<file path="src/rtl/sobel_window_gen_if.sv">
// Pixel-in / window-out stream bundle for the Sobel window generator.
// Latency: none, wires only.
// Backpressure: valid/ready on both the pixel stream (s_*) and the window stream (m_*).
// Ports: s_valid/s_ready/s_data carry raster-order pixels into the block;
//        m_valid/m_ready/m_win/m_row/m_col/m_last carry 3x3 windows out of it.
// master = producer of pixels and consumer of windows; slave = the window generator.
interface sobel_window_gen_if #(
    parameter int DATA_WIDTH = 8,
    parameter int ADDR_WIDTH = 16
);
    logic                    s_valid;
    logic                    s_ready;
    logic [DATA_WIDTH-1:0]   s_data;
    logic                    m_valid;
    logic                    m_ready;
    logic [9*DATA_WIDTH-1:0] m_win;
    logic [ADDR_WIDTH-1:0]   m_row;
    logic [ADDR_WIDTH-1:0]   m_col;
    logic                    m_last;

    modport master (
        output s_valid, s_data, m_ready,
        input  s_ready, m_valid, m_win, m_row, m_col, m_last
    );

    modport slave (
        input  s_valid, s_data, m_ready,
        output s_ready, m_valid, m_win, m_row, m_col, m_last
    );
endinterface

</file>
<file path="src/rtl/sobel_window_gen.sv">
// Buffers three image rows and emits one zero-padded 3x3 window per pixel, raster order.
// Latency: window valid the cycle after the pixel that made it eligible is accepted.
// Backpressure: m_ready stall holds the window register; s_ready drops when row orow+2 would overwrite row orow-1.
// Ports: clk, rst (sync, active high), i_start (frame start pulse), o_busy (frame in progress),
//        o_done (one-cycle end-of-frame pulse), bus (slave side of sobel_window_gen_if).
module sobel_window_gen #(
    parameter int DATA_WIDTH   = 8,
    parameter int ADDR_WIDTH   = 16,
    parameter int IMAGE_WIDTH  = 5,
    parameter int IMAGE_HEIGHT = 5
) (
    input  logic clk,
    input  logic rst,
    input  logic i_start,
    output logic o_busy,
    output logic o_done,
    sobel_window_gen_if.slave bus
);
    localparam int CW = (IMAGE_WIDTH > 1) ? $clog2(IMAGE_WIDTH) : 1;
    localparam logic [31:0] W32 = 32'(IMAGE_WIDTH);
    localparam logic [31:0] H32 = 32'(IMAGE_HEIGHT);
    localparam logic [31:0] N32 = W32 * H32;
    localparam logic [ADDR_WIDTH-1:0] W_LAST = ADDR_WIDTH'(IMAGE_WIDTH - 1);
    localparam logic [ADDR_WIDTH-1:0] H_LAST = ADDR_WIDTH'(IMAGE_HEIGHT - 1);
    localparam logic [CW-1:0] WR_COL_LAST = CW'(IMAGE_WIDTH - 1);

    typedef enum logic [1:0] {
        ST_IDLE = 2'd0,
        ST_RUN  = 2'd1,
        ST_DONE = 2'd2
    } state_t;

    state_t state, state_nxt;

    // Input side: accepted-pixel count plus its (slot, column) write position.
    logic [ADDR_WIDTH-1:0] in_cnt;
    logic [CW-1:0]         wr_col;
    logic [1:0]            wr_slot;

    // Output side: centre of the next window to load; orow_slot tracks orow mod 3.
    logic [ADDR_WIDTH-1:0] orow;
    logic [ADDR_WIDTH-1:0] ocol;
    logic [1:0]            orow_slot;

    logic [DATA_WIDTH-1:0] line_buf [3][IMAGE_WIDTH];

    logic                    m_valid_q;
    logic [9*DATA_WIDTH-1:0] m_win_q;
    logic [ADDR_WIDTH-1:0]   m_row_q;
    logic [ADDR_WIDTH-1:0]   m_col_q;
    logic                    m_last_q;

    logic                    s_ready_c;
    logic                    pix_acc;
    logic                    win_elig;
    logic                    win_load;
    logic                    last_hs;
    logic [31:0]             ready_lim;
    logic [31:0]             need_cnt;
    logic [ADDR_WIDTH-1:0]   lr_row;
    logic [ADDR_WIDTH-1:0]   lr_col;
    logic [9*DATA_WIDTH-1:0] win_nxt;
    logic [1:0]              row_slot [3];
    logic [CW-1:0]           col_idx  [3];
    logic                    row_ok   [3];
    logic                    col_ok   [3];

    // Accept while the frame is incomplete and the incoming row would not clobber row orow-1.
    assign ready_lim = (32'(orow) + 32'd2) * W32;
    assign s_ready_c = (state == ST_RUN) && (32'(in_cnt) < N32) && (32'(in_cnt) < ready_lim);
    assign pix_acc   = bus.s_valid && s_ready_c;

    // A window is ready once its lower-right neighbour, clipped to the image, has arrived.
    // The clipping is what lets the last row and column drain without a flush phase.
    assign lr_row   = (orow >= H_LAST) ? H_LAST : orow + ADDR_WIDTH'(1);
    assign lr_col   = (ocol >= W_LAST) ? W_LAST : ocol + ADDR_WIDTH'(1);
    assign need_cnt = 32'(lr_row) * W32 + 32'(lr_col);
    assign win_elig = (state == ST_RUN) && (orow <= H_LAST) && (32'(in_cnt) > need_cnt);
    assign win_load = win_elig && (!m_valid_q || bus.m_ready);
    assign last_hs  = m_valid_q && bus.m_ready && m_last_q;

    assign bus.s_ready = s_ready_c;
    assign bus.m_valid = m_valid_q;
    assign bus.m_win   = m_win_q;
    assign bus.m_row   = m_row_q;
    assign bus.m_col   = m_col_q;
    assign bus.m_last  = m_last_q;

    // Window taps: rows orow-1..orow+1 live in slots (orow-1..orow+1) mod 3.
    always_comb begin
        win_nxt     = '0;
        row_slot[0] = (orow_slot == 2'd0) ? 2'd2 : orow_slot - 2'd1;
        row_slot[1] = orow_slot;
        row_slot[2] = (orow_slot == 2'd2) ? 2'd0 : orow_slot + 2'd1;
        col_idx[0]  = CW'(ocol - ADDR_WIDTH'(1));
        col_idx[1]  = CW'(ocol);
        col_idx[2]  = CW'(ocol + ADDR_WIDTH'(1));
        row_ok[0]   = (orow != '0);
        row_ok[1]   = 1'b1;
        row_ok[2]   = (orow < H_LAST);
        col_ok[0]   = (ocol != '0);
        col_ok[1]   = 1'b1;
        col_ok[2]   = (ocol < W_LAST);
        for (int i = 0; i < 3; i++) begin
            for (int j = 0; j < 3; j++) begin
                if (row_ok[i] && col_ok[j]) begin
                    win_nxt[DATA_WIDTH*(3*i+j) +: DATA_WIDTH] = line_buf[row_slot[i]][col_idx[j]];
                end
            end
        end
    end

    always_ff @(posedge clk) begin
        if (rst) begin
            state <= ST_IDLE;
        end else begin
            state <= state_nxt;
        end
    end

    always_comb begin
        state_nxt = state;
        o_busy    = 1'b0;
        o_done    = 1'b0;
        case (state)
            ST_IDLE: begin
                if (i_start) begin
                    state_nxt = ST_RUN;
                end
            end
            ST_RUN: begin
                o_busy = 1'b1;
                if (last_hs) begin
                    state_nxt = ST_DONE;
                end
            end
            ST_DONE: begin
                o_done    = 1'b1;
                state_nxt = ST_IDLE;
            end
            default: state_nxt = ST_IDLE;
        endcase
    end

    // Row storage has no reset: stale contents are never read before being rewritten.
    always_ff @(posedge clk) begin
        if (pix_acc) begin
            line_buf[wr_slot][wr_col] <= bus.s_data;
        end
    end

    always_ff @(posedge clk) begin
        if (rst) begin
            in_cnt    <= '0;
            wr_col    <= '0;
            wr_slot   <= '0;
            orow      <= '0;
            ocol      <= '0;
            orow_slot <= '0;
            m_valid_q <= 1'b0;
            m_win_q   <= '0;
            m_row_q   <= '0;
            m_col_q   <= '0;
            m_last_q  <= 1'b0;
        end else if (state == ST_IDLE && i_start) begin
            in_cnt    <= '0;
            wr_col    <= '0;
            wr_slot   <= '0;
            orow      <= '0;
            ocol      <= '0;
            orow_slot <= '0;
        end else if (state == ST_RUN) begin
            if (pix_acc) begin
                in_cnt <= in_cnt + ADDR_WIDTH'(1);
                if (wr_col == WR_COL_LAST) begin
                    wr_col  <= '0;
                    wr_slot <= (wr_slot == 2'd2) ? 2'd0 : wr_slot + 2'd1;
                end else begin
                    wr_col <= wr_col + CW'(1);
                end
            end
            if (win_load) begin
                m_valid_q <= 1'b1;
                m_win_q   <= win_nxt;
                m_row_q   <= orow;
                m_col_q   <= ocol;
                m_last_q  <= (orow == H_LAST) && (ocol == W_LAST);
                if (ocol == W_LAST) begin
                    ocol      <= '0;
                    orow      <= orow + ADDR_WIDTH'(1);
                    orow_slot <= (orow_slot == 2'd2) ? 2'd0 : orow_slot + 2'd1;
                end else begin
                    ocol <= ocol + ADDR_WIDTH'(1);
                end
            end else if (bus.m_ready) begin
                m_valid_q <= 1'b0;
            end
        end else begin
            // DONE and IDLE present idle values on the window stream.
            m_valid_q <= 1'b0;
            m_win_q   <= '0;
            m_row_q   <= '0;
            m_col_q   <= '0;
            m_last_q  <= 1'b0;
        end
    end
endmodule

</file>
<file path="src/flat_wrapper.sv">
// flat-port wrapper written by rule: the top's interface ports become plain ports
module sobel_window_gen_flat 
#(
    parameter int DATA_WIDTH   = 8,
    parameter int ADDR_WIDTH   = 16,
    parameter int IMAGE_WIDTH  = 5,
    parameter int IMAGE_HEIGHT = 5
)
  (clk, rst, i_start, o_busy, o_done, bus_s_valid, bus_s_data, bus_m_ready, bus_s_ready, bus_m_valid, bus_m_win, bus_m_row, bus_m_col, bus_m_last);
  sobel_window_gen_if #(.DATA_WIDTH(DATA_WIDTH), .ADDR_WIDTH(ADDR_WIDTH)) bus_i ();
  input  logic clk;
  input  logic rst;
  input  logic i_start;
  output logic o_busy;
  output logic o_done;
  input wire logic [$bits(bus_i.s_valid)-1:0] bus_s_valid;
  input wire logic [$bits(bus_i.s_data)-1:0] bus_s_data;
  input wire logic [$bits(bus_i.m_ready)-1:0] bus_m_ready;
  output wire logic [$bits(bus_i.s_ready)-1:0] bus_s_ready;
  output wire logic [$bits(bus_i.m_valid)-1:0] bus_m_valid;
  output wire logic [$bits(bus_i.m_win)-1:0] bus_m_win;
  output wire logic [$bits(bus_i.m_row)-1:0] bus_m_row;
  output wire logic [$bits(bus_i.m_col)-1:0] bus_m_col;
  output wire logic [$bits(bus_i.m_last)-1:0] bus_m_last;
  assign bus_i.s_valid = bus_s_valid;
  assign bus_i.s_data = bus_s_data;
  assign bus_i.m_ready = bus_m_ready;
  assign bus_s_ready = bus_i.s_ready;
  assign bus_m_valid = bus_i.m_valid;
  assign bus_m_win = bus_i.m_win;
  assign bus_m_row = bus_i.m_row;
  assign bus_m_col = bus_i.m_col;
  assign bus_m_last = bus_i.m_last;
  sobel_window_gen #(.DATA_WIDTH(DATA_WIDTH), .ADDR_WIDTH(ADDR_WIDTH), .IMAGE_WIDTH(IMAGE_WIDTH), .IMAGE_HEIGHT(IMAGE_HEIGHT)) u_core (.clk(clk), .rst(rst), .i_start(i_start), .o_busy(o_busy), .o_done(o_done), .bus(bus_i));
endmodule
</file>
<file path="config.mk">
export PLATFORM = sky130hd
export DESIGN_NAME = sobel_window_gen_flat
export DESIGN_NICKNAME = d
export VERILOG_FILES = /design/src/rtl/sobel_window_gen_if.sv /design/src/rtl/sobel_window_gen.sv /design/src/flat_wrapper.sv
export SDC_FILE = /design/constraint.sdc
export NUM_CORES = 1
export LEC_CHECK = 0
export BUFFER_PORTS_ARGS = -buffer_cell sky130_fd_sc_hd__buf_2
export CAP_MARGIN = 20
export CORE_AREA = 5 5 170 253
export DETAILED_ROUTE_END_ITERATION = 16
export DIE_AREA = 0 0 175 258
export HOLD_SLACK_MARGIN = 0.06
export PLACE_DENSITY = 0.73
export SYNTH_ARGS = -nofsm -noshare
export SYNTH_HDL_FRONTEND = slang
export SYNTH_SLANG_ARGS = --single-unit
</file>
<file path="constraint.sdc">
create_clock -name clk -period 15.75 [get_ports clk]
set_input_delay 1.575 -clock clk [delete_from_list [all_inputs] [get_ports clk]]
set_output_delay 1.575 -clock clk [all_outputs]
set_load 0.005 [all_outputs]
</file>
== Word-level counts from Yosys, hierarchy flattened ==
Memories as Yosys holds them, arrays and structs flattened. A register that Yosys moved wholly into a read port is not among the register bits.
Cells that the tools add are included.

* Register bits: 163
* Output and inout bits: 109
* Memory bits (writable): 120
* ROM bits: 0
* Bits in latches: 0
* Memories: 1
* Input port bits: 13

* Mux-type cells: 64
* Shift operators: 0
* Reduce and logical (&&, ||, !) cells: 29
* Add/subtract/negate cells: 10
* Order comparisons: 13
* Bitwise gates (word level): 5
* Equal/unequal tests: 11
* Divide/modulo/power cells: 0
* Multiply operators: 2

{| class="wikitable"
|+ Memory list
! memory !! depth !! width !! read ports !! clocked after memory_dff !! write ports !! line !! source
|-
| u_core.line_buf || 3 || 40 || 3 || 1 || 1 || sobel_window_gen.sv:45 || <nowiki>logic [DATA_WIDTH-1:0] line_buf [3][IMAGE_WIDTH];</nowiki>
|}

{| class="wikitable"
|+ Operators by type and width
! cell !! number
|-
| binary-select mux 8 bit (select 3 bit) || 9
|-
| 2-to-1 mux 8 bit || 27
|-
| 2-to-1 mux 72 bit || 2
|-
| 2-to-1 mux 16 bit || 7
|-
| adder 16 x 1 -> 16 bit (second input constant) || 3
|-
| 2-to-1 mux 40 bit || 1
|-
| equality test 16 x 3 -> 1 bit (second input constant) || 2
|-
| >= comparator 16 x 3 -> 1 bit (second input constant) || 2
|-
| > comparator 16 x 32 -> 1 bit || 1
|-
| < comparator 16 x 3 -> 1 bit (second input constant) || 2
|-
| < comparator 16 x 32 -> 1 bit || 1
|-
| multiplier 32 x 3 -> 32 bit (second input constant) || 1
|-
| nonzero test 16 bit || 2
|-
| demux 8 bit (select 3 bit) || 1
|-
| adder 19 x 16 -> 20 bit || 1
|-
| multiplier 16 x 3 -> 19 bit (second input constant) || 1
|-
| adder 16 x 2 -> 17 bit (second input constant) || 1
|-
| >= comparator 4 bit (second input constant) || 4
|-
| <= comparator 16 x 3 -> 1 bit (second input constant) || 1
|-
| < comparator 16 x 5 -> 1 bit (second input constant) || 1
|-
| inverter 3 -> 4 bit || 4
|-
| logical AND 1 bit || 15
|-
| 2-to-1 mux 2 bit || 7
|-
| AND reduction 2 bit || 5
|-
| other kinds (20) || 33
|}

== Longest topological paths before layout ==
Gate-level depths: netlist of run 1.

* Depth after elaboration: 10
* Depth in mapped cells: 31
* Depth with buffers taken out: 26

== Worst setup path after synthesis of run 1 ==
Ideal clock, no wire load.

* Kind: register to output
* From: register u_core.orow[1]
* To: output port bus_s_ready
* Arrival time: 4.442 ns
* Path slack: 9.733 ns
* Cell stages (with the launch flop): 23
* Path buffers: 0
* Path through: dfxtp_1 > ha_1 > and2_1 > nand4_1 > xnor2_1 > ha_1 > ha_1 > o21ai_0 > nor2_1 > a21boi_0 > o21ai_0 > nand2b_1 > a21oi_1 > o21ai_0 > xnor2_1 > ha_1 > nand4_1 > nor2_1 > and3_1 > a211oi_1 > or4_4 > nor3_1 > nor2_1

* Word-level cells in the longest chain between the ends: 4

{| class="wikitable"
|+ Ends and longest elaborated chain
! what !! line !! source
|-
| start, declared || sobel_window_gen.sv:41 || <nowiki>logic [ADDR_WIDTH-1:0] orow;</nowiki>
|-
| start signal, assigned || sobel_window_gen.sv:190 || <nowiki>orow <= orow + ADDR_WIDTH'(1);</nowiki>
|-
| adder 16 x 2 -> 17 bit || sobel_window_gen.sv:69 || <nowiki>assign ready_lim = (32'(orow) + 32'd2) * W32;</nowiki>
|-
| multiplier 32 x 3 -> 32 bit || sobel_window_gen.sv:69 ||
|-
| < comparator 16 x 32 -> 1 bit || sobel_window_gen.sv:70 || <nowiki>assign s_ready_c = (state == ST_RUN) && (32'(in_cnt) < N32) && (32'(in_cnt) < ready_lim);</nowiki>
|-
| logical AND 1 bit || sobel_window_gen.sv:70 ||
|-
| end, declared || flat_wrapper.sv:19 || <nowiki>output wire logic [$bits(bus_i.s_ready)-1:0] bus_s_ready;</nowiki>
|}

Every way passes these cells.

== Worst setup path after layout of run 1 ==
* From: register u_core.orow[2]
* To: output port bus_s_ready

The elaborated chain is that of the path after synthesis.

==> flow_summary_export.csv, run 1 <==
group,metric,value,unit
yosys,synthAdderAreaFrac,0.0905,
route,firstDrtPassIters,8,
outcome,status,"completed",
yosys,ys_warn_count,0,
route,drtAntennaViolNets,0,
clocking,htreeDepth,1,
clocking,cts_resized,0,
yosys,synth_edf_count,120,
yosys,synth_ff_type,"dfxtp_1",
critical_path,cp-start-kind,"register",
finish,fin_area,0.0204,mm2
yosys,synth_compound_area_frac,0.188,
sta,worst_slew_pin_slew,1060,ps
floorplanning,start_util,0.451,
critical_path,path_class,"reg -> out",
sta,fin_ws,8300,ps
yosys,ys_types,79,
clocking,clockRootBuffer,"clkbuf_16",
global_route,grt_overflow,0,
route,drcViolationCount,0,
yosys,ys_seq_area_frac,0.375,
place,place.gp.congestion,1.05,
flow_run,maxCapViolCount,0,
yosys,yosys.area_share.simple,0.158,
clocking,hold_buffers,0,
finish,final_net_count,2246,
clocking,clkLatencyLatePin,560,ps
global_route,grtUsageTotal,0.245,
yosys,synth_top_family_by_area,"compound AO/OA/AOI/OAI gates",
pwr,ir_drop,81.4,uV
sta,clock-skew-final,10.2,ps
floorplanning,dieWidth,175,um
route,drt-initial-drc-count,1521,
sta,maxSlewHeadroom,0.289,
sta,setup_tns,0,ps
yosys,synth_xor_area_frac,0.0186,
sta,period_share,0.473,
sta,fmax,0.134,GHz
yosys,synth.avg_cell_area,8.99,um2
route,num_vias,16300,
finish,postLayoutCoreUtil,0.500,
sta,hold_violations,0,
global_route,antenna_found_initial,2,
clocking,cts_tree,"built",
finish,n_fill_cell,3700,
sta,period_minus_slack,7450,ps
finish,final_common_cell,"a21oi_1",
floorplanning,rows,91,
clocking,clk_pin_slew,60,ps
clocking,cts_sinks,285,
clocking,cts_buffer_depth,3,
sta,rsz0062_at_grt,"no",
place,port_buffers,121,
worst_hold_path,min_path_type,"reg -> reg",
yosys,synth-seq-cells,285,
sta,setup_viol,0,
clocking,cts_buffers,27,
floorplanning,ioPinCount,122,
global_route,grt_start_max_net_pins,89,
critical_path,worstPathMaxFanout,12,
floorplanning,core,0.0408,mm2
global_route,grt_first_pass_wirelength,88.1,mm
yosys,synthesis.area,0.0184,mm2
critical_path,crit_required,14180,ps
route,via_per_inst,6.16,
critical_path,worstPathArrival,5870,ps
place,dpl.hpwl,41.8,mm
yosys,netlist_instances,2046,
finish,area_growth,10.8,%
place,dp_slack,8380,ps
pwr,pwr_density_cell,79.4,mW/mm2
route,wl_per_cell,21.9,um
pwr,p_leak,8.12,nW
critical_path,r2r_setup_slack,8530,ps
floorplanning,die_area,0.0452,mm2
critical_path,endpoint_kind,"output port",
floorplanning,die_h,258,um
global_route,grt_pass1_vias,15500,
yosys,synth.area.mux_share,0.120,
place,place_area,0.0194,mm2
yosys,synthArstFlopShare,0,
finish,drive_gt1_frac,0.125,
sta,slew_viol_final,0,
finish,mostFrequentLayoutCells,"a21oi_1, nand2_1, o21ai_0",
route,wirelength,57.8,mm
clocking,cts_setup_buffers,0,
[kinds of logic after synthesis]
family | count (synthesis)
AOI/OAI and AO/OA | 572
xor gates and xnor gates | 39
adders and majority gates | 124
buffers and inverters | 232
DFF | 285
muxes | 197
other | 2
and+or+nand+nor | 595
[registers in the layout, indices dropped and copies added, names as in the netlist, 3 cells and up, named ones only]
| signal | flops |
|---|---|
| u_core.line_buf | 120 |
| u_core.orow | 16 |
| u_core.bus.m_col | 16 |
| u_core.in_cnt | 16 |
| u_core.bus.m_row | 16 |
| u_core.wr_col | 3 |
| u_core.ocol | 16 |
| u_core.bus.m_win | 72 |
[cell usage after synthesis, types with 17 or more instances]
library cell / number / share of area
o22ai_1: 47 / 0.016
and3_1: 18 / 0.0061
nand4_1: 47 / 0.016
buf_1: 21 / 0.0043
and2_1: 43 / 0.015
xor2_1: 17 / 0.0081
dfxtp_1: 165 / 0.18
clkbuf_1: 109 / 0.022
ha_1: 109 / 0.074
edfxtp_1: 120 / 0.20
nor2_1: 143 / 0.029
mux2i_1: 155 / 0.084
inv_1: 81 / 0.017
nor3_1: 25 / 0.0068
o21ai_0: 171 / 0.047
a22o_1: 24 / 0.011
xnor2_1: 22 / 0.010
mux2_2: 24 / 0.015
o211ai_1: 32 / 0.013
nand2_1: 176 / 0.036
a21oi_1: 186 / 0.051
nand3_1: 57 / 0.016
nand2b_1: 19 / 0.0065
[worst paths after layout]
kind                                                        from                          endpoint  depth (start not counted)
worst min-delay path            u_core.bus.m_row[8]$_SDFFE_PP0P_  u_core.bus.m_row[8]$_SDFFE_PP0P_                          1
worst max-delay path                 u_core.orow[2]$_SDFFE_PP0P_                       bus_s_ready                         23
worst max register to register       u_core.ocol[1]$_SDFFE_PP0N_       u_core.ocol[2]$_SDFFE_PP0N_                         22
worst min register to register  u_core.bus.m_row[8]$_SDFFE_PP0P_  u_core.bus.m_row[8]$_SDFFE_PP0P_                          1
[power breakdown]
group / switching [mW] / internal [mW]
Sequential: 0.00120 / 0.770
Clock: 0.299 / 0.373
Combinational: 0.119 / 0.0563
[area by class of cell]
| class | instances | area, um2 | share of cell area |
|---|---|---|---|
| multi-input combinational | 1564 | 10800 | 0.529 |
| sequential | 285 | 6910 | 0.339 |
| timing repair buffer | 147 | 821 | 0.0403 |
| clock buffer | 29 | 693 | 0.0340 |
| tap | 511 | 639 | 0.0314 |
| inverter | 84 | 315 | 0.0155 |
| clock inverter | 21 | 214 | 0.0105 |
| antenna | 2 | 5.00 | 0.000246 |
[metrics by stage]
step                total power [mW]  instances  hold slack (ps)
floorplan                      0.918       2081              452
global placement               0.928       2588              437
detailed placement             0.931       2588              442
CTS                             1.59       2638              459
global route                    1.68       2641              474
finish                          1.62       2643              454
[per-layer routing]
metal,wire (um),track usage
met1,20500,0.268
met2,29000,0.440
met3,3650,0.0313
met4,4660,0.163
met5,0,0
[worst max-delay path: stages, from the launching register on]
cell and delay (ps):
dfxtp_1 600, ha_1 310, and2_1 180, nand4_1 120, xnor2_1 220, ha_1 260
ha_1 340, o21ai_0 290, nor2_1 150, a21boi_0 160, o21ai_0 240, nand2b_1 100
a21oi_1 230, o21ai_0 150, xnor2_1 140, ha_1 310, nand4_1 130, nor2_1 150
and3_1 160, a211oi_1 100, or4_4 480, nor3_1 260, nor2_1 110, buf_2 140
Note: power is estimated with default switching activity, not from simulation.
==> inputs of run 2 (changes only) <==
--- a/config.mk
+++ b/config.mk
@@ -11,7 +11,7 @@
 export DETAILED_ROUTE_END_ITERATION = 16
 export DIE_AREA = 0 0 175 258
 export HOLD_SLACK_MARGIN = 0.06
-export PLACE_DENSITY = 0.73
+export PLACE_DENSITY = 0.75
 export SYNTH_ARGS = -nofsm -noshare
 export SYNTH_HDL_FRONTEND = slang
 export SYNTH_SLANG_ARGS = --single-unit
==> constraint.sdc (replaced) <==
create_clock -name clk -period 6.5 [get_ports clk]
set_input_delay 0.65 -clock clk [delete_from_list [all_inputs] [get_ports clk]]
set_output_delay 0.65 -clock clk [all_outputs]
set_load 0.005 [all_outputs]
==> run 2 against run 1 <==
- setup slack lost 8000 ps
- sequential share of layout area shrank 0.25 points
- non-clock buffer count increased by 15
- clock skew rose by 6.3 ps
- flip-flop and latch count did not move
- clock power increased by 140%
- sequential power increased by 140%
- global-route usage rose by 0.85 points
- register-to-register slack got worse by 8000 ps
- via count decreased by 0.37%
- critical path depth is the same
- routed wire length rose by 2.5%
==> flow_summary_export.csv, run 2 (same netlist as run 1, synthesis figures left out) <==
group,metric,value,unit
pwr,p_leak,8.20,nW
route,via_per_inst,6.11,
place,place_area,0.0195,mm2
critical_path,worstPathMaxFanout,5,
floorplanning,die_area,0.0452,mm2
finish,final_net_count,2261,
clocking,clkLatencyLatePin,560,ps
global_route,grtUsageTotal,0.253,
flow_run,maxCapViolCount,0,
finish,fin_area,0.0205,mm2
critical_path,path_class,"reg -> out",
finish,finish.cell_count_without_fillers,2656,
route,num_vias,16200,
floorplanning,core,0.0408,mm2
floorplanning,rows,91,
worst_hold_path,hold_end,"u_core.state[1]$_SDFFE_PP0P_",
critical_path,r2r_setup_slack,540,ps
critical_path,endpoint_kind,"output port",
place,port_buffers,121,
finish,mostFrequentLayoutCells,"a21oi_1, nand2_1, o21ai_0",
global_route,grt_pass1_vias,15600,
critical_path,r2r_start,"u_core.orow[11]$_SDFFE_PP0P_",
pwr,p_int,2.89,mW
floorplanning,ioPinCount,122,
clocking,cts_buffers,27,
finish,final_common_cell,"a21oi_1",
worst_hold_path,hold_depth,3,
pwr,seq_power_share,0.479,
clocking,cts_tree,"built",
worst_hold_path,min_path_type,"in -> reg",
sta,period_share,0.948,
clocking,htreeDepth,1,
finish,regMostFlops,"u_core.line_buf",
sta,clock-skew-final,16.5,ps
sta,hold_violations,0,
outcome,status,"completed",
place,place_inst,2603,
sta,rsz0062_at_grt,"yes",
clocking,cts_buffer_depth,3,
critical_path,crit_required,5850,ps
global_route,grt_first_pass_wirelength,90.7,mm
route,drtAntennaViolNets,0,
pwr,pwr_density_cell,190,mW/mm2
clocking,cts_resized,0,
floorplanning,die_h,258,um
pwr,swShare,0.260,
route,drt-initial-drc-count,1144,
route,firstDrtPassIters,5,
floorplanning,start_util,0.451,
pwr,power.switching,1.02,mW
sta,fmax,0.162,GHz
global_route,antenna_found_initial,2,
finish,drive_gt1_frac,0.137,
finish,largest_register_ffs,120,
sta,period_minus_slack,6160,ps
critical_path,reg2regPathDepth,19,
floorplanning,dieWidth,175,um
finish,area_growth,11.7,%
pwr,combPwrFrac,0.110,
global_route,grt_overflow,0,
sta,setup_viol,0,
route,wl_per_cell,22.3,um
sta,hold_slack,369,ps
clocking,cts_sinks,285,
sta,worst_slew_pin_slew,937,ps
clocking,cts_setup_buffers,0,
clocking,clockRootBuffer,"clkbuf_16",
place,place.gp.congestion,1.01,
pwr,ir_drop,175,uV
finish,postLayoutCoreUtil,0.504,
route,wirelength,59.2,mm
critical_path,r2r-end,"u_core.ocol[2]$_SDFFE_PP0N_",
place,dpl.hpwl,44.6,mm
route,drcViolationCount,0,
critical_path,cp-start-kind,"register",
global_route,grt_start_max_net_pins,89,
sta,slew_viol_final,0,
clocking,clk_pin_slew,70,ps
critical_path,worstPathArrival,5510,ps
clocking,hold_buffers,0,
pwr,p_clk_frac,0.412,
sta,maxSlewHeadroom,0.369,
worst_hold_path,min_from,"bus_m_ready",
[run 2: metal layers]
| metal | vias up | track usage | wire length (um) |
|---|---|---|---|
| li1 | 7660 | - | - |
| met1 | 7796 | 0.286 | 21900 |
| met2 | 602 | 0.445 | 29500 |
| met3 | 159 | 0.0243 | 2840 |
| met4 | 2 | 0.183 | 4950 |
| met5 | - | 0 | 13 |
[run 2: worst max path at each step]
stage                     depth (start not counted)                          endpoint                         from
final                                            23                       bus_s_ready  u_core.orow[2]$_SDFFE_PP0P_
after global routing                             23                       bus_s_ready  u_core.orow[2]$_SDFFE_PP0P_
after CTS                                        23  u_core.line_buf[0][24]$_DFFE_PP_  u_core.orow[3]$_SDFFE_PP0P_
after detailed placement                         23  u_core.line_buf[0][30]$_DFFE_PP_  u_core.orow[3]$_SDFFE_PP0P_
after global placement                           23  u_core.line_buf[0][30]$_DFFE_PP_  u_core.orow[3]$_SDFFE_PP0P_
after floorplan                                  24  u_core.line_buf[2][32]$_DFFE_PP_  u_core.orow[1]$_SDFFE_PP0P_
[run 2: critical path, stage by stage (launching register included)]
cell and delay [ps]:
dfxtp_1 420, ha_2 260, and2_1 180, nand4_1 120, xnor2_1 260, ha_1 290, ha_1 340, o21ai_1 250
nor2_2 110, a21boi_0 150, o21ai_1 180, nand2b_1 70, a21oi_1 200, o21ai_0 140, xnor2_1 140, ha_1 300
nand4_1 130, nor2_1 160, and3_1 180, a211oi_2 90, or4_4 480, nor3_2 260, nor2_1 100, buf_2 140
[run 2: layout make-up]
type / instances / area (um2)
antenna: 1 / 2.50
clock buffer: 31 / 753
clock inverter: 18 / 150
fill: 3747 / 20200
inverter: 84 / 315
multi-input combinational: 1564 / 10800
sequential: 285 / 6910
tap: 511 / 639
timing repair buffer: 162 / 951
[run 2: power by group through the flow]
| stage | Clock, mW | Combinational (mW) | Sequential, mW |
|---|---|---|---|
| 3_3_place_gp | 0 | 0.350 | 1.91 |
| 2_1_floorplan | 0 | 0.317 | 1.91 |
| 4_1_cts | 1.63 | 0.360 | 1.87 |
| 6_report | 1.61 | 0.427 | 1.87 |
| 3_5_place_dp | 0 | 0.359 | 1.91 |
| 5_1_grt | 1.70 | 0.480 | 1.87 |
[run 2: per-stage QoR]
stage                     worst slack (ps)  power [mW]  TNS, ps
after floorplan                        774        2.22        0
after global placement                 340        2.26        0
after detailed placement              49.6        2.27        0
after CTS                             19.5        3.86        0
after global routing                 -14.0        4.05    -14.0
final                                  336        3.90        0
==> inputs of run 3 (changes only) <==
--- a/config.mk
+++ b/config.mk
@@ -7,11 +7,11 @@
 export LEC_CHECK = 0
 export BUFFER_PORTS_ARGS = -buffer_cell sky130_fd_sc_hd__buf_2
 export CAP_MARGIN = 20
-export CORE_AREA = 5 5 170 253
+export CORE_AREA = 5 5 202 302
 export DETAILED_ROUTE_END_ITERATION = 16
-export DIE_AREA = 0 0 175 258
+export DIE_AREA = 0 0 207 307
 export HOLD_SLACK_MARGIN = 0.06
-export PLACE_DENSITY = 0.75
+export PLACE_DENSITY = 0.59
 export SYNTH_ARGS = -nofsm -noshare
 export SYNTH_HDL_FRONTEND = slang
 export SYNTH_SLANG_ARGS = --single-unit
==> run 3 against run 2 <==
- sequential share of layout area is 0.82 points lower
- final area is 2.5% higher
- core utilization is 14 points lower
- via count is 0.82% lower
- critical path depth stayed put
- clock-buffer cell count is 13 higher
- clock power is 12% higher
- clock skew is 1.2 ps higher
- maximum frequency is 1.3% lower
- routed wire length is 7.6% higher
- register-to-register slack worse by 80 ps
- global-route usage is 6.4 points lower
- critical path type unchanged
- critical endpoint unchanged
- largest cell class unchanged
- highest routed layer unchanged
==> flow_summary_export.csv, run 3 (same netlist as run 1, synthesis figures left out) <==
group,metric,value,unit
floorplanning,dieWidth,207,um
outcome,status,"completed",
sta,worst_slew_pin_slew,1030,ps
pwr,p_total,4.12,mW
place,place.gp.congestion,0.938,
finish,drive_gt1_frac,0.137,
clocking,cts_buffer_depth,3,
clocking,cts_sinks,285,
floorplanning,start_util,0.315,
clocking,hold_buffers,0,
flow_run,maxCapViolCount,0,
route,drt-initial-drc-count,1090,
clocking,clkLatencyLatePin,580,ps
critical_path,worstPathArrival,5600,ps
sta,fmax,0.160,GHz
sta,clock-skew-final,17.7,ps
critical_path,cp-start-kind,"register",
finish,area_growth,14.4,%
clocking,cts_buffers,30,
route,via_per_inst,5.48,
place,dpl.hpwl,49.1,mm
critical_path,path_class,"reg -> out",
critical_path,worstPathMaxFanout,5,
floorplanning,rows,109,
route,drcViolationCount,0,
sta,setup_tns,0,ps
sta,slew_viol_final,0,
global_route,grt_start_max_net_pins,81,
clocking,cts_tree,"built",
floorplanning,ioPinCount,122,
route,firstDrtPassIters,5,
sta,period_minus_slack,6250,ps
floorplanning,die_area,0.0635,mm2
finish,mostFrequentLayoutCells,"a21oi_1, nand2_1, o21ai_0",
global_route,antenna_found_initial,2,
clocking,clockRootBuffer,"clkbuf_16",
route,wirelength,63.8,mm
sta,maxSlewHeadroom,0.304,
route,drtAntennaViolNets,0,
route,met1_length,23.8,mm
floorplanning,core,0.0584,mm2
floorplanning,die_h,307,um
sta,setup_viol,0,
finish,largest_register_ffs,120,
route,routed.top_layer,"met5",
global_route,grt_overflow,0,
sta,rsz0062_at_grt,"yes",
finish,final_common_cell,"a21oi_1",
global_route,grt_first_pass_wirelength,95.8,mm
place,port_buffers,121,
pwr,pwr_density_cell,196,mW/mm2
clocking,htreeDepth,1,
pwr,ir_drop,172,uV
route,wl_met2,32.3,mm
pwr,p_leak,8.33,nW
global_route,grtUsageTotal,0.190,
finish,final_net_count,2271,
clocking,clk_pin_slew,60,ps
critical_path,endpoint_kind,"output port",
route,wl_per_cell,21.7,um
route,num_vias,16100,
place,place_inst,2876,
sta,hold_violations,0,
finish,regMostFlops,"u_core.line_buf",
critical_path,crit_required,5850,ps
route,wl_met3,2.78,mm
finish,finish.cell_count_without_fillers,2936,
worst_hold_path,min_path_type,"in -> reg",
sta,period_share,0.961,
global_route,grt_pass1_vias,15800,
run 3: cell count changes in the layout (fill, tap and decap cells not counted), sizes merged:
cell	change
buf	+5
bufinv	-1
clkbuf	+15
clkinv	-3
clkinvlp	-4
inv	+2
run 3: final timing paths:
kind | slack, ps | startpoint | cells after the start | end
max | 250 | u_core.orow[4]$_SDFFE_PP0P_ | 23 | bus_s_ready
min | 340 | bus_m_ready | 3 | u_core.state[1]$_SDFFE_PP0P_
max reg2reg | 460 | u_core.orow[4]$_SDFFE_PP0P_ | 24 | u_core.line_buf[1][0]$_DFFE_PP_
min reg2reg | 460 | u_core.bus.m_row[8]$_SDFFE_PP0P_ | 1 | u_core.bus.m_row[8]$_SDFFE_PP0P_
run 3: routing by layer:
metal	GRT usage	vias to the layer above
li1	-	7670
met2	0.345	481
met1	0.207	7776
met5	0	-
met3	0.0223	155
met4	0.125	4
run 3: final cells by class:
| type | count | area [um2] |
|---|---|---|
| Multi-Input combinational cell | 1564 | 10800 |
| Inverter | 84 | 315 |
| Antenna cell | 1 | 2.50 |
| Clock inverter | 12 | 82.6 |
| Sequential cell | 285 | 6910 |
| Fill cell | 6000 | 37300 |
| Clock buffer | 44 | 971 |
| Tap cell | 777 | 972 |
| Timing Repair Buffer | 169 | 1010 |
run 3: metrics by stage:
stage	hold slack (ps)	utilization	area (um2)	worst slack, ps
2_1_floorplan	452	-	18500	774
3_3_place_gp	438	0.340	19900	198
3_5_place_dp	439	0.342	19900	17.9
4_1_cts	312	0.360	21000	26.0
5_1_grt	332	0.361	21000	-152
6_report	339	0.361	21100	253
run 3: repair_timing:
action / in CTS / in global routing
endpoints found under the setup margin: 5 / 75
setup buffers: 0 / 0
resized for setup: 2 / 9
run 3: power by group:
group	switching (mW)	total, mW	internal, mW
registers	0.00393	1.87	1.87
logic	0.304	0.443	0.139
clock network	0.768	1.81	1.04
run 3: critical path, cell delays in order (launching register included):
cell and delay [ps]:
dfxtp_1 400, and3_1 220, nand3_1 190, nor2_1 180
xor2_1 220, ha_1 270, ha_1 380, nor3_2 220
nor2_1 110, a21boi_0 150, o21ai_1 210, nand2b_1 80
a21oi_1 210, o21ai_0 140, xnor2_1 150, ha_1 300
nand4_1 130, nor2_1 160, and3_1 170, a211oi_1 100
or4_4 490, nor3_2 260, nor2_1 120, buf_2 150
